--- src/rtl/writeback_unit.sv ---
// Write-side master for the integer register file: arbitrates ALU/load results into a FIFO,
// drives the single write port and tracks pending writes. Optional macro: WB_BYPASS_EN.
module writeback_unit #(
   parameter int XLEN       = 32,
   parameter int ADDR_WIDTH = 5,
   parameter int DEPTH      = 4
) (
   input  logic                       clk,
   input  logic                       reset,
   input  logic                       alu_valid,
   output logic                       alu_ready,
   input  logic [ADDR_WIDTH-1:0]      alu_rd_index,
   input  logic [XLEN-1:0]            alu_result,
   input  logic                       mem_valid,
   output logic                       mem_ready,
   input  logic [ADDR_WIDTH-1:0]      mem_rd_index,
   input  logic [XLEN-1:0]            mem_result,
   input  logic                       wb_hold,
   input  logic                       issue_valid,
   input  logic [ADDR_WIDTH-1:0]      issue_rd_index,
   output logic [ADDR_WIDTH-1:0]      rd_index,
   output logic [XLEN-1:0]            rd,
   output logic                       write_en,
   output logic [2**ADDR_WIDTH-1:0]   busy,
   output logic [$clog2(DEPTH):0]     fifo_count
);

   localparam int AW   = $clog2(DEPTH);
   localparam int NREG = 2**ADDR_WIDTH;

   // Handshake: a producer holds valid/index/data until it sees ready; the transfer
   // happens on the rising edge where valid && ready. mem always wins over alu.

   logic [ADDR_WIDTH-1:0] idx_mem  [DEPTH];
   logic [XLEN-1:0]       data_mem [DEPTH];
   logic [AW:0]           wr_ptr, rd_ptr;
   logic [ADDR_WIDTH-1:0] last_idx, head_idx, in_idx;
   logic [XLEN-1:0]       last_data, head_data, in_data;
   logic                  full, empty, mem_take, alu_take, xfer, pop, push, bypass;
   logic [NREG-1:0]       set_mask, clr_mask, busy_next;

   assign empty = (wr_ptr == rd_ptr);
   assign full  = (wr_ptr[AW] != rd_ptr[AW]) && (wr_ptr[AW-1:0] == rd_ptr[AW-1:0]);
   assign fifo_count = wr_ptr - rd_ptr;

   // Readies depend only on registered occupancy, so a same-cycle pop never frees a slot.
   assign mem_ready = reset && !full;
   assign alu_ready = reset && !full && !mem_valid;

   assign mem_take = mem_valid && mem_ready;
   assign alu_take = alu_valid && alu_ready;
   assign xfer     = mem_take || alu_take;
   assign in_idx   = mem_take ? mem_rd_index : alu_rd_index;
   assign in_data  = mem_take ? mem_result   : alu_result;

   assign head_idx  = idx_mem[rd_ptr[AW-1:0]];
   assign head_data = data_mem[rd_ptr[AW-1:0]];
   assign pop       = !empty && !wb_hold;

`ifdef WB_BYPASS_EN
   assign bypass = empty && !wb_hold && xfer;
`else
   assign bypass = 1'b0;
`endif
   assign push = xfer && !bypass;

   always_comb begin
      rd_index = last_idx;
      rd       = last_data;
      write_en = 1'b0;
      if (!empty) begin
         rd_index = head_idx;
         rd       = head_data;
         write_en = pop && (head_idx != '0);
      end else if (bypass) begin
         rd_index = in_idx;
         rd       = in_data;
         write_en = (in_idx != '0);
      end
   end

   // Issue sets win over commit clears so a newer writer keeps ownership; x0 never pends.
   always_comb begin
      set_mask = '0;
      clr_mask = '0;
      if (issue_valid) set_mask[issue_rd_index] = 1'b1;
      if (write_en)    clr_mask[rd_index]       = 1'b1;
      busy_next    = (busy & ~clr_mask) | set_mask;
      busy_next[0] = 1'b0;
   end

   always_ff @(posedge clk) begin
      if (push) begin
         idx_mem[wr_ptr[AW-1:0]]  <= in_idx;
         data_mem[wr_ptr[AW-1:0]] <= in_data;
      end
   end

   always_ff @(posedge clk or negedge reset) begin
      if (!reset) begin
         wr_ptr    <= '0;
         rd_ptr    <= '0;
         last_idx  <= '0;
         last_data <= '0;
         busy      <= '0;
      end else begin
         if (push) wr_ptr <= wr_ptr + 1'b1;
         if (pop)  rd_ptr <= rd_ptr + 1'b1;
         if (!empty || bypass) begin
            last_idx  <= rd_index;
            last_data <= rd;
         end
         busy <= busy_next;
      end
   end

endmodule

--- config.mk ---
export PLATFORM = sky130hd
export DESIGN_NAME = writeback_unit
export DESIGN_NICKNAME = d
export VERILOG_FILES = /design/src/rtl/writeback_unit.sv
export SDC_FILE = /design/constraint.sdc
export NUM_CORES = 1
export LEC_CHECK = 0
export ABC_AREA = 1
export BUFFER_PORTS_ARGS = -buffer_cell sky130_fd_sc_hd__buf_2
export CORE_MARGIN = 4
export CORE_UTILIZATION = 45
export DETAILED_ROUTE_END_ITERATION = 12
export PLACE_DENSITY = 0.66
export SYNTH_ARGS = -nofsm -noshare
export SYNTH_HDL_FRONTEND = slang
export SYNTH_SLANG_ARGS = --single-unit
export TNS_END_PERCENT = 1
--- constraint.sdc ---
create_clock -name clk -period 6.5 [get_ports clk]
set_clock_uncertainty 0.2 [all_clocks]
set_input_delay 1.3 -clock clk [delete_from_list [all_inputs] [get_ports clk]]
set_output_delay 1.3 -clock clk [all_outputs]
set_load 0.01 [all_outputs]
==> results_dict.tcl <==
set metrics [dict create \
    htree_levels 1 \
    comb_power_share_pct 44.1 \
    ir_drop_v 0.000292 \
    timing.setup.tns_ps 0 \
    yosys.area.top_type_share_pct 44.7 \
    post_cts_resized 0 \
    dieArea_um2 24500 \
    yosysWarnings 0 \
    cts_tree "done" \
    cp-start-kind "flip-flop" \
    netlist_top_cells_count "199 x nor2_1, 163 x nand2_1, 148 x edfxtp_1" \
    yosysUniqueCellTypes 33 \
    maxCapViolations 0 \
    hold_slack_ps 262 \
    post_cts_buffers 0 \
    ys_seq_area_share_pct 63.4 \
    die_height_um 157 \
    synth_edf_count 148 \
    routedWlPerCell_um 16.9 \
    ant_nets 0 \
    r2r_setup_slack_ps 2810 \
    gr-usage-all-layers_pct 18.5 \
    p_int_mw 3.68 \
    seqPwrFrac_pct 35.2 \
    yosysMostFrequentCell "nor2_1" \
    n_antenna_cell 0 \
    post-route-drc-count 0 \
    routed_via_density 5.19 \
    cts_buffer_depth 3 \
    ys_ff_latch 222 \
    rows 54 \
    synth_cells 896 \
    clockRootBuffer "clkbuf_16" \
    worstSetupPathType "reg2out" \
    finalCritPeriodShare_pct 81.3 \
    syn_nets 989 \
    status "completed" \
    via_count 6970 \
    leakage_nw 4.87 \
    cts.clk_slew.worst_paths_ps 60 \
    clk_latency_ps 510 \
    drtPass1Iterations 5 \
    switching_share_pct 41.3 \
    hold_viol_final 0 \
    grt_max_degree 76 \
    start_util_pct 45.7 \
    numCtsBuffers 24 \
    drive_gt1_share_pct 26.0 \
    hpwl_um 14300 \
    hp-class "reg2reg" \
    worst-path-max-fanout 74 \
    cp_common_cell "nand3_1" \
    end_kind "output pin" \
    routed_wl_um 22800 \
    worst_pin_slew_ps 1190 \
    io_buffers 158 \
    syn-cell-area_um2 9940 \
    slowest_delay_ps 910 \
    path_cells "buf_4 > inv_2 > nand2_1 > nand3_1 > nand2_2 > nand3_1 > o21a_2 > buf_2" \
    drt_first_iter_violations 459 \
    clkPwrFrac_pct 20.8 \
    syn_area_per_cell_um2 11.1 \
    slew_headroom_pct 20.3 \
    postCtsHoldBufs 0 \
    synth_flop_cell "edfxtp_1" \
    critPathSlowestCell "inv_2" \
    coreArea_um2 21800 \
    finalSetupViolCount 0 \
    synthTopCellsByArea "edfxtp_1 45%, dfrtp_1 19%, nor2_1 7.5%" \
    finalNetCount 1138 \
    grt.overflow.total 0 \
    cts_num_sinks 222 \
    cp.required_ps 5000 \
    fin_crit_ps 5280 \
    synthToLayoutAreaGrowth_pct 17.4 \
    switching_power_mw 2.58 \
    dieWidth_um 157 \
    path_buf_inv 3 \
    crit_arrival_ps 3780 \
    crit_family "buffers and inverters" \
    maxSlewViolCount 0 \
    async_flop_share_pct 33.3 \
    synth_top_cell_by_area "edfxtp_1" \
    rsz0062_at_grt "no" \
    grt_first_pass_wirelength_um 36400 \
    grt_pass1_vias 6975 \
    antenna_found_initial 0 \
    power_density_nw_per_um2 537 \
    fmax_mhz 189 \
    pin_count 160 \
    gp_congestion 0.769 \
]
==> sequential cells by signal, indices dropped and copies added, names as in the netlist <==
name       count
busy          31
last_idx       5
last_data     32
data_mem     128
wr_ptr         3
rd_ptr         3
idx_mem       20
==> cell usage in the layout, fill, tap and decap left out, types with 2 or more instances in the layout <==
master / synthesis / routed
a31oi_1: 64 / 64
buf_2: 17 / 157
buf_4: 2 / 9
clkbuf_1: 9 / 7
clkbuf_16: 0 / 25
clkbuf_8: 0 / 3
clkinv_1: 0 / 7
clkinv_2: 0 / 2
dfrtp_1: 74 / 72
dfrtp_2: 0 / 2
edfxtp_1: 148 / 148
ha_1: 7 / 7
inv_1: 18 / 17
inv_2: 4 / 4
mux2_1: 7 / 7
mux2_4: 30 / 30
nand2_1: 163 / 163
nand2_2: 9 / 9
nand2_4: 14 / 14
nand3_1: 15 / 15
nand3_2: 7 / 7
nor2_1: 199 / 195
nor2_4: 0 / 4
nor3_1: 10 / 10
o21ai_0: 58 / 58
o21ai_1: 9 / 9
o21ai_2: 3 / 3
o21ai_4: 2 / 2
xor2_1: 5 / 5
==> area by class of cell <==
cell class | count | area [um2]
Fill cell | 1947 | 10100
Sequential cell | 222 | 6300
Multi-Input combinational cell | 608 | 3310
Timing Repair Buffer | 166 | 853
Clock buffer | 35 | 693
Tap cell | 280 | 350
Inverter | 23 | 91.3
Clock inverter | 9 | 62.6
==> power by group through the flow <==
stage / combinational, mW / clock, mW / sequential (mW)
finish: 2.76 / 1.30 / 2.20
global route: 3.09 / 1.38 / 2.24
CTS: 2.80 / 1.32 / 2.21
detailed placement: 2.79 / 0 / 2.23
global placement: 2.75 / 0 / 2.22
floorplan: 1.94 / 0 / 2.17
==> stage by stage <==
stage | total power [mW] | cell area [um2] | utilization [%] | std cells | setup slack, ps
global placement | 4.97 | 10900 | 50.1 | 1299 | 1730
detailed placement | 5.02 | 10900 | 50.1 | 1299 | 1720
CTS | 6.33 | 11700 | 53.6 | 1343 | 1170
finish | 6.26 | 11700 | 53.6 | 1343 | 1220
floorplan | 4.11 | 9940 | - | 896 | 2560
global route | 6.71 | 11700 | 53.6 | 1343 | 883
==> routing by layer <==
| layer | up-vias | global-route usage [%] | routed length, um |
|---|---|---|---|
| met3 | 31 | 2.77 | 1120 |
| met1 | 3362 | 24.3 | 9990 |
| met4 | 0 | 4.71 | 421 |
| met2 | 193 | 32.5 | 11200 |
| li1 | 3384 | - | - |
| met5 | - | 0 | 0 |
==> cell families after synthesis <==
family          after synthesis  share of synthesized area [%]
other cells                   1                         0.0377
simple gates                419                           18.0
mux                          37                           5.33
flops                       222                           63.4
fa+ha+maj                     8                           1.08
xor+xnor                      5                          0.441
compound gates              138                           8.13
buf+inv                      66                           3.60
==> worst paths after layout <==
| path | depth (start not counted) | start | to |
|---|---|---|---|
| max | 8 | rd_ptr[0] | write_en |
| min | 2 | busy[28] | busy[28] |
| max reg2reg | 10 | rd_ptr[1] | data_mem[1][2] |
| min reg2reg | 2 | busy[28] | busy[28] |
| max in group asynchronous | 2 | reset | rd_ptr[1] |
| min in group asynchronous | 1 | reset | last_data[6] |
==> worst min-delay path: stages, from the launching register on <==
cell and delay, ps:
dfrtp_1 330, nand2_1 50, nand2_1 40
No activity file was read; power rests on OpenSTA's default activity.
